### config.mk
export PLATFORM = sky130hd
export DESIGN_NAME = branch_predict_unit
export DESIGN_NICKNAME = d
export VERILOG_FILES = /design/src/rtl/branch_predict_unit.sv
export SDC_FILE = /design/constraint.sdc
export NUM_CORES = 1
export LEC_CHECK = 0
export BUFFER_PORTS_ARGS = -buffer_cell sky130_fd_sc_hd__buf_2
export CAP_MARGIN = 20
export CORE_MARGIN = 3
export CORE_UTILIZATION = 24
export CTS_CLUSTER_SIZE = 40
export DETAILED_ROUTE_END_ITERATION = 12
export HOLD_SLACK_MARGIN = 0.15
export PLACE_DENSITY_LB_ADDON = 0.15
export RECOVER_POWER = 50
export SLEW_MARGIN = 25
export SYNTH_ARGS = -nofsm -noshare
export SYNTH_HDL_FRONTEND = slang
export SYNTH_SLANG_ARGS = --single-unit
### constraint.sdc
create_clock -name clk -period 2.6 [get_ports clk]
set_input_delay 0.52 -clock clk [delete_from_list [all_inputs] [get_ports clk]]
set_output_delay 0.52 -clock clk [all_outputs]
set_load 0.05 [all_outputs]
### src/rtl/branch_predict_unit.sv
// Direction predictor: 2-bit saturating counter table plus EX-stage resolution and statistics.
// Lookup is combinational; the flush pulse is registered (1 cycle); there is no backpressure.
module branch_predict_unit #(
   parameter int         PC_W     = 16,
   parameter int         IDX_W    = 4,
   parameter int         CNT_W    = 16,
   parameter logic [1:0] INIT_CTR = 2'b01
) (
   input  logic             clk,
   input  logic             rst_n,
   input  logic [PC_W-1:0]  if_pc,
   output logic             pred_taken,
   input  logic             ex_valid,
   input  logic             ex_bran,
   input  logic [2:0]       ex_cond,
   input  logic [2:0]       ex_flag,
   input  logic [PC_W-1:0]  ex_pc,
   input  logic             ex_pred,
   output logic             flush,
   output logic             flush_taken,
   input  logic             stat_clr,
   output logic [CNT_W-1:0] stat_bran,
   output logic [CNT_W-1:0] stat_misp
);
   localparam int               DEPTH   = 1 << IDX_W;
   localparam logic [CNT_W-1:0] CNT_ONE = {{(CNT_W-1){1'b0}}, 1'b1};

   logic [1:0]       ctr_q [DEPTH];
   logic [1:0]       ctr_d;
   logic [1:0]       upd_cur;
   logic [IDX_W-1:0] upd_idx;
   logic             flush_q, flush_d;
   logic             flush_taken_q, flush_taken_d;
   logic [CNT_W-1:0] stat_bran_q, stat_bran_d;
   logic [CNT_W-1:0] stat_misp_q, stat_misp_d;
   logic             cond_met, shadow, taken, resolve, misp, upd_en;
   logic             flg_z, flg_v, flg_n;
   logic             unused_pc;

   assign flg_z = ex_flag[2];
   assign flg_v = ex_flag[1];
   assign flg_n = ex_flag[0];

   always_comb begin
      cond_met = 1'b0;
      case (ex_cond)
         3'd0:    cond_met = flg_z;
         3'd1:    cond_met = ~flg_z;
         3'd2:    cond_met = ~flg_z & ~flg_n;
         3'd3:    cond_met = flg_n;
         3'd4:    cond_met = flg_z | ~flg_n;
         3'd5:    cond_met = flg_z | flg_n;
         3'd6:    cond_met = flg_v;
         default: cond_met = 1'b1;
      endcase
   end

   // The cycle after a mispredict carries a wrong-path instruction; ignore it entirely.
   assign shadow  = flush_q;
   assign taken   = ex_valid & ex_bran & cond_met & ~shadow;
   assign resolve = ex_valid & ~shadow;
   assign misp    = resolve & (taken != ex_pred);
   assign upd_en  = resolve & ex_bran;

   assign upd_idx = ex_pc[IDX_W-1:0];
   assign upd_cur = ctr_q[upd_idx];

   always_comb begin
      ctr_d = upd_cur;
      if (taken) begin
         if (upd_cur != 2'b11) ctr_d = upd_cur + 2'b01;
      end else begin
         if (upd_cur != 2'b00) ctr_d = upd_cur - 2'b01;
      end
   end

   always_comb begin
      flush_d       = misp;
      flush_taken_d = taken;
      stat_bran_d   = stat_bran_q;
      stat_misp_d   = stat_misp_q;
      if (stat_clr) begin
         stat_bran_d = '0;
         stat_misp_d = '0;
      end else begin
         if (upd_en && !(&stat_bran_q)) stat_bran_d = stat_bran_q + CNT_ONE;
         if (misp && !(&stat_misp_q))   stat_misp_d = stat_misp_q + CNT_ONE;
      end
   end

   always_ff @(posedge clk or negedge rst_n) begin
      if (!rst_n) begin
         for (int i = 0; i < DEPTH; i++) ctr_q[i] <= INIT_CTR;
      end else if (upd_en) begin
         ctr_q[upd_idx] <= ctr_d;
      end
   end

   always_ff @(posedge clk or negedge rst_n) begin
      if (!rst_n) begin
         flush_q       <= 1'b0;
         flush_taken_q <= 1'b0;
         stat_bran_q   <= '0;
         stat_misp_q   <= '0;
      end else begin
         flush_q       <= flush_d;
         flush_taken_q <= flush_taken_d;
         stat_bran_q   <= stat_bran_d;
         stat_misp_q   <= stat_misp_d;
      end
   end

   // Reading the table before the write lands gives the pre-update value on an index collision.
   assign pred_taken  = ctr_q[if_pc[IDX_W-1:0]][1];
   assign flush       = flush_q;
   assign flush_taken = flush_taken_q;
   assign stat_bran   = stat_bran_q;
   assign stat_misp   = stat_misp_q;

   assign unused_pc = ^{if_pc, ex_pc};
endmodule

==> results of run 1 <==
## through the flow
| step | setup WS [ps] | hold WS, ps |
|---|---|---|
| 2_1_floorplan | 102 | 224 |
| 3_3_place_gp | -93.5 | 456 |
| 3_5_place_dp | -94.1 | 463 |
| 4_1_cts | 70.8 | 224 |
| 5_1_grt | 39.6 | 492 |
| 6_report | 107 | 465 |
## flip-flops by register name (all words and copies together), names as in the netlist
name / cells
stat_bran: 16
flush_taken: 1
ctr_q: 32
stat_misp: 16
flush: 1
## power breakdown
part	internal (mW)	switching, mW
Clock	0.820	0.439
Combinational	0.0950	0.152
Sequential	1.09	0.0240
## layout by cell type (no fill, tap or decap), types with 3 or more instances in the layout
master,Yosys,routed
xor2_1,13,13
nor3b_1,5,5
mux2_2,19,19
nor2b_1,8,8
or3_1,7,7
dfstp_2,16,16
clkbuf_8,0,3
buf_2,1,36
clkbuf_16,0,9
and4_1,3,3
inv_1,8,8
nor3_1,7,7
nand2_1,40,40
dfrtp_1,50,50
buf_4,0,16
o31ai_1,4,4
clkbuf_1,8,20
xnor2_1,5,5
o21ai_0,20,20
nor2_1,31,31
nand4_1,8,8
a21oi_1,10,10
or4_1,3,3
mux4_2,11,11
mux2i_1,5,5
nand3_1,16,16
## worst paths after layout
| check | from | cells after the start | end | slack [ps] |
|---|---|---|---|---|
| worst max-delay path | if_pc[0] | 4 | pred_taken | 110 |
| worst min-delay path | ctr_q[12] | 2 | ctr_q[12] | 460 |
| worst max register to register | stat_misp[0] | 8 | stat_misp[1] | 320 |
| worst min register to register | ctr_q[12] | 2 | ctr_q[12] | 460 |
| max in group asynchronous | rst_n | 2 | ctr_q[4] | 1090 |
| min in group asynchronous | rst_n | 1 | stat_misp[12] | 540 |
## layer usage
layer	global-route usage	part of all wire	vias to the layer above
met5	0	0	-
met4	0.0568	0.019	0
met3	0.0227	0.027	8
met2	0.179	0.48	39
met1	0.151	0.48	1321
li1	-	-	1320
## cell type report
class,instances,share of cell area
Clock inverter,2,0.00802
Inverter,8,0.00688
Clock buffer,14,0.0628
Sequential cell,66,0.383
Timing Repair Buffer,72,0.0934
Multi-Input combinational cell,241,0.395
Tap cell,180,0.0516
## worst max-delay path, cell delays in order
cell	delay, ps
buf_2	180
mux4_2	550
mux4_2	490
buf_2	230
## cells by family (layout without fill, tap and decap cells)
kind of cell               Yosys count  count (layout)
buffers and inverters               20              96
DFF                                 66              66
and+or+nand+nor                    139             139
AOI/OAI and AO/OA                   44              44
muxes                               37              37
xor gates and xnor gates            18              18
adders and majority gates            3               3
==> metrics.csv, run 1 <==
metric;value;unit
grt ovf;0;
Cells after Synth;327;
DP HPWL;6270;um
antenna violations before repair;0;
sequential share of the synthesized area;0.479;
final cell count without fillers;583;
Die Area;16000;um2
total track usage;0.115;
Core ar.;14000;um2
Max Clk Rate;0.401;GHz
final instance area;4370;um2
RSZ-0062 raised after global routing;false;
crit path time final;2490;ps
worst setup path category;in2out;
Crit. End Element;output pin;
Slew HR;0.00593;
Netlist Area Pre-Place;3490;um2
vias in the first global route;2744;
Root Buffer Master;clkbuf_16;
Power, Total;2.62;mW
top-count cell post-synth;dfrtp_1;
Setup violations, final;0;
first-pass GRT wire length;14500;um
vias per cell;4.61;
FP Rows;43;
Max H-tree Level;3;
main combinational cell family by area after synthesis;simple AND/OR/NAND/NOR gates;
CTS tree;built;
IR drop worst, VDD;0.253;mV
Leakage;1.85;nW
post-synth top area cell;dfrtp_1;
drt initial violations;99;
asr flop ratio synth;1.00;
Synth Flop Type;dfrtp_1;
Mapped Avg Cell Area;10.7;um2
Post-Synth XOR/XNOR Area;0.0451;
Routed WL per cell;14.9;um
cts hold-fix bufs;0;
Cell variety after synth;44;
Filler Cells Inserted;1464;
Fin Clk Skew;9.33;ps
Final Hold Viols;0;
Inst Count DP;567;
Die X-Extent;127;um
Reg area;1670;um2
starting density of the core;0.249;
yosys warns;0;
max-cap violations;1;
PortBufs;54;
EDFF count, synth;0;
Post-CTS Setup Bufs;0;
CP Data Required Time;2080;ps
Die Ht;127;um
final wirelength;8690;um
Worst Max-Slew Pin Slew;1490;ps
Post-Synth Adder-Cell Area;0.0104;
IO Count;79;
mux cell area share after synthesis;0.162;
Nets;444;
number of synthesized register bits;66;
Worst-Skew Late Latency;340;ps
final core utilization;0.311;
Min-Delay Path Class;reg2reg;
CP Max Fanout;4;
post-route DRC violation count;0;
failing checks;max-capacitance violations;
Final Max Slew Viols;0;
CP startpoint kind;primary input;
Routed Antenna Nets;0;
CTS buffer count;9;
Synth area leaders;dfrtp_1, dfstp_2, mux4_2;
GP Congestion;0.748;
Post-CTS Resized;0;
Antenna diodes;0;
critical path arrival;1970;ps
footprint of the multi-input gates;1720;um2
Synth top area share;0.358;
first drt pass iteration count;4;
Setup TNS Final;0;ps
Layout area overhead;25.0;%
vias after detailed routing;2688;
power per cell area;599;nW/um2
Clock Pin Slew Worst Setup and Hold Paths;50;ps
status;finished with violations;
share of layout cells above drive strength 1;0.303;
largest net degree at the start of global routing;44;
area post-placement;4080;um2
Synth top cells by count;dfrtp_1, nand2_1, nor2_1;
# clock sinks;66;
post-synth net total;373;
CTS max path bufs;2;
Synth Area in Simple Gates;0.198;
Synth Area in Compound Gates;0.0781;
Tcrit/Tclk final;0.959;
Power figures use the tool's default switching activity.
==> run 2, diff against run 1 <==
==> constraint.sdc (replaced) <==
create_clock -name clk -period 2.92 [get_ports clk]
set_input_delay 0.584 -clock clk [delete_from_list [all_inputs] [get_ports clk]]
set_output_delay 0.584 -clock clk [all_outputs]
set_load 0.05 [all_outputs]
==> metrics.csv, run 2 (synthesized netlist as in run 1, its figures left out) <==
metric;value;unit
Slew HR;0.144;
Leakage;1.78;nW
Reg with most FFs;ctr_q;
PortBufs;54;
worst setup path category;in2out;
Max stage delay on crit path;560;ps
CP Max Fanout;4;
Final Hold Viols;0;
Post-CTS Setup Bufs;0;
status;finished clean;
worst flop-to-flop path startpoint;stat_misp[0];
crit path time final;2620;ps
Die Ht;127;um
final cell count without fillers;575;
Setup TNS Final;0;ps
Fin Clk Skew;8.14;ps
hold path endpoint;ctr_q[20];
cell count of the worst hold path;2;
total track usage;0.117;
Worst-Skew Late Latency;330;ps
Final Max Slew Viols;0;
vias per cell;4.62;
Core ar.;14000;um2
final core utilization;0.301;
crit-path cells;buf_2 -> mux4_2 -> mux4_2 -> buf_2;
CP startpoint kind;primary input;
Setup violations, final;0;
critical path arrival;2030;ps
Die X-Extent;127;um
RSZ-0062 raised after global routing;false;
Die Area;16000;um2
# clock sinks;66;
most frequent cells in the layout;dfrtp_1, nand2_1, buf_2;
CTS max path bufs;2;
Critical-path top delay cell;mux4_2;
Antenna diodes;0;
CP Data Required Time;2340;ps
FP Rows;43;
Routed WL per cell;15.4;um
Crit. End Element;output pin;
vias in the first global route;2777;
most common cell after layout, fill and taps aside;dfrtp_1;
CTS buffer count;9;
Post-CTS Resized;0;
power per cell area;511;nW/um2
first-pass GRT wire length;14700;um
Min-Delay Path Class;reg2reg;
dpl ws;113;ps
DP HPWL;6190;um
Routed Antenna Nets;0;
antenna violations before repair;0;
first drt pass iteration count;5;
post-route DRC violation count;0;
CTS tree;built;
Nets;436;
GP Congestion;0.762;
final wirelength;8860;um
Worst Max-Slew Pin Slew;1280;ps
Root Buffer Master;clkbuf_16;
grt ovf;0;
WHS;468;ps
max FFs per register;32;
share of layout cells above drive strength 1;0.281;
Power, Total;2.16;mW
largest net degree at the start of global routing;37;
Layout area overhead;21.0;%
Clock Pin Slew Worst Setup and Hold Paths;50;ps
Max Clk Rate;0.382;GHz
final instance area;4230;um2
FF-to-FF setup slack;590;ps
IR drop worst, VDD;0.237;mV
Bufs and invs on worst path;2;
starting density of the core;0.249;
final setup margin;304;ps
CP top delay family;multiplexers;
FF-to-FF End;stat_misp[5];
Hold Startpoint;ctr_q[20];
vias after detailed routing;2655;
drt initial violations;139;
r2r worst-path depth;7;
max-cap violations;0;
Inst Count DP;558;
IO Count;79;
Max H-tree Level;3;
Tcrit/Tclk final;0.896;
area post-placement;4000;um2
==> run 2: cell types whose count changed in the layout (fill, tap and decap cells not counted) <==
cell	before	now
bufinv_16	1	0
clkbuf_1	20	22
dlygate4sd3_1	0	1
clkbuf_8	3	0
clkbuf_2	0	1
buf_4	16	7
buf_12	2	0
clkinv_2	1	4
==> run 2: metal layers <==
layer  global-route usage  vias up  part of all wire
li1                     -     1304                 -
met1                0.151     1302              0.48
met2                0.186       38              0.47
met3               0.0248       11             0.028
met4               0.0530        0             0.019
met5                    0        -                 0
==> run 2: report_power, final <==
group,internal (mW),total (mW),switching [mW]
Clock,0.569,0.961,0.393
Combinational,0.0732,0.207,0.134
Sequential,0.967,0.989,0.0221
Total,1.61,2.16,0.549
==> run 2: worst reg2reg max path, delay by kind of cell, from the launching register on <==
family,cells,cell delay (ps)
compound gates,1,260
fa+ha+maj,1,210
flops,1,430
mux,1,290
simple gates,4,1020
==> run 2: layout make-up <==
type | instances | area [um2]
clock inverter | 4 | 20.0
sequential | 66 | 1670
clock buffer | 12 | 236
inverter | 8 | 30.0
fill | 1477 | 9820
timing repair buffer | 64 | 319
multi-input combinational | 241 | 1720
tap | 180 | 225
==> run 2: worst max path at each step <==
| stage | start | endpoint | slack, ps | cells after the start |
|---|---|---|---|---|
| 2_1_floorplan | stat_misp[0] | stat_misp[1] | 420 | 9 |
| 3_3_place_gp | ex_cond[0] | stat_misp[5] | 150 | 7 |
| 3_5_place_dp | ex_cond[0] | stat_misp[5] | 110 | 7 |
| 4_1_cts | if_pc[0] | pred_taken | 280 | 4 |
| 5_1_grt | rst_n | stat_misp[4] | 190 | 3 |
| 6_report | if_pc[0] | pred_taken | 300 | 4 |
==> run 2: timing repair <==
action | 4_1_cts | 5_1_grt
endpoints found under the setup margin | 0 | 0
hold endpoints to repair | 7 | 0
hold buffers | 1 | 0
==> run 3, diff against run 2 <==
--- a/config.mk
+++ b/config.mk
@@ -13,7 +13,6 @@
 export DETAILED_ROUTE_END_ITERATION = 12
 export HOLD_SLACK_MARGIN = 0.15
 export PLACE_DENSITY_LB_ADDON = 0.15
-export RECOVER_POWER = 50
 export SLEW_MARGIN = 25
 export SYNTH_ARGS = -nofsm -noshare
 export SYNTH_HDL_FRONTEND = slang
==> metrics.csv, run 3 (synthesized netlist as in run 1, its figures left out) <==
metric;value;unit
Root Buffer Master;clkbuf_16;
most frequent cells in the layout;buf_2, dfrtp_1, nand2_1;
vias in the first global route;2777;
worst flop-to-flop path startpoint;stat_misp[0];
Slew HR;0.542;
Worst path depth;4;
Max stage delay on crit path;560;ps
CP startpoint kind;primary input;
r2r worst-path depth;7;
power per cell area;507;nW/um2
Power, Total;2.16;mW
met2 Track Usage GR;0.186;
Critical-path top delay cell;mux4_2;
hold path endpoint;ctr_q[20];
DP HPWL;6190;um
WHS;468;ps
CTS tree;built;
FF-to-FF setup slack;600;ps
dpl ws;113;ps
max FFs per register;32;
met3 Resource Use GR;0.0248;
Die Area;16000;um2
CP Max Fanout;4;
worst setup path category;in2out;
status;finished clean;
CP Data Required Time;2340;ps
Final Max Slew Viols;0;
starting density of the core;0.249;
Filler Cells Inserted;1473;
share of layout cells above drive strength 1;0.329;
final core utilization;0.304;
vias per cell;4.61;
CP top delay family;multiplexers;
final setup margin;303;ps
Max H-tree Level;3;
GRT busiest layer;met2;
CTS max path bufs;2;
PortBufs;54;
footprint of the multi-input gates;1720;um2
Post-CTS Resized;0;
cts hold-fix bufs;1;
FP Rows;43;
CTS buffer count;9;
most common cell after layout, fill and taps aside;buf_2;
Layout area overhead;22.1;%
routing usage on met1;0.151;
Crit. End Element;output pin;
antenna violations before repair;0;
Core ar.;14000;um2
Hold Startpoint;ctr_q[20];
# clock sinks;66;
largest net degree at the start of global routing;37;
Clock Pin Slew Worst Setup and Hold Paths;50;ps
Die X-Extent;127;um
final wirelength;8850;um
Worst-Skew Late Latency;330;ps
RSZ-0062 raised after global routing;false;
crit path time final;2620;ps
FF-to-FF End;stat_misp[5];
Min-Delay Path Class;reg2reg;
Antenna diodes;0;
grt ovf;0;
Setup violations, final;0;
crit-path cells;buf_2 -> mux4_2 -> mux4_2 -> buf_2;
critical path arrival;2030;ps
Fin Clk Skew;8.05;ps
Nets;436;
Worst Max-Slew Pin Slew;687;ps
IO Count;79;
Final Hold Viols;0;
Routed WL per cell;15.4;um
Routed Antenna Nets;0;
Die Ht;127;um
post-route DRC violation count;0;
vias after detailed routing;2651;
Post-CTS Setup Bufs;0;
total track usage;0.117;
first drt pass iteration count;5;
Tcrit/Tclk final;0.896;
Leakage;1.86;nW
drt initial violations;137;
Reg with most FFs;ctr_q;
IR drop worst, VDD;0.236;mV
GP Congestion;0.762;
max-cap violations;0;
Bufs and invs on worst path;2;
cell count of the worst hold path;2;
Setup TNS Final;0;ps
Reg area;1670;um2
first-pass GRT wire length;14700;um
Max Clk Rate;0.382;GHz
-- run 3: metrics by stage --
stage               cell area [um2]  cells
global placement               4000    558
finish                         4270    575
detailed placement             4000    558
global route                   4270    575
CTS                            4270    575
floorplan                      3490    327
-- run 3: worst max path at each step --
stage / from / to
after CTS: if_pc[0] / pred_taken
after floorplan: stat_misp[0] / stat_misp[1]
after global placement: ex_cond[0] / stat_misp[5]
final: if_pc[0] / pred_taken
after global routing: ex_cond[1] / stat_misp[7]
after detailed placement: ex_cond[0] / stat_misp[5]
-- run 3: metal layers --
| layer | share of wire | routed length, um |
|---|---|---|
| met5 | 0 | 0 |
| met3 | 0.030 | 263 |
| met4 | 0.019 | 165 |
| met1 | 0.48 | 4280 |
| met2 | 0.47 | 4140 |
-- run 3: power by group --
part | switching [mW] | internal, mW | total, mW
Clock | 0.393 | 0.569 | 0.961
Sequential | 0.0221 | 0.967 | 0.989
Combinational | 0.134 | 0.0771 | 0.211
-- run 3: worst reg2reg max path, cell delays in order (launching register included) --
cell and delay [ps]:
dfrtp_1 430, ha_1 210, nand3_1 110, or2_2 380, or3_1 420, o21ai_2 260, nor3_1 100, mux2_2 290
-- run 3: area by class of cell --
| cell class | count | area share |
|---|---|---|
| Multi-Input combinational cell | 241 | 0.404 |
| Timing Repair Buffer | 64 | 0.0845 |
| Clock buffer | 12 | 0.0554 |
| Tap cell | 180 | 0.0528 |
| Clock inverter | 4 | 0.00469 |
| Inverter | 8 | 0.00704 |
| Sequential cell | 66 | 0.392 |
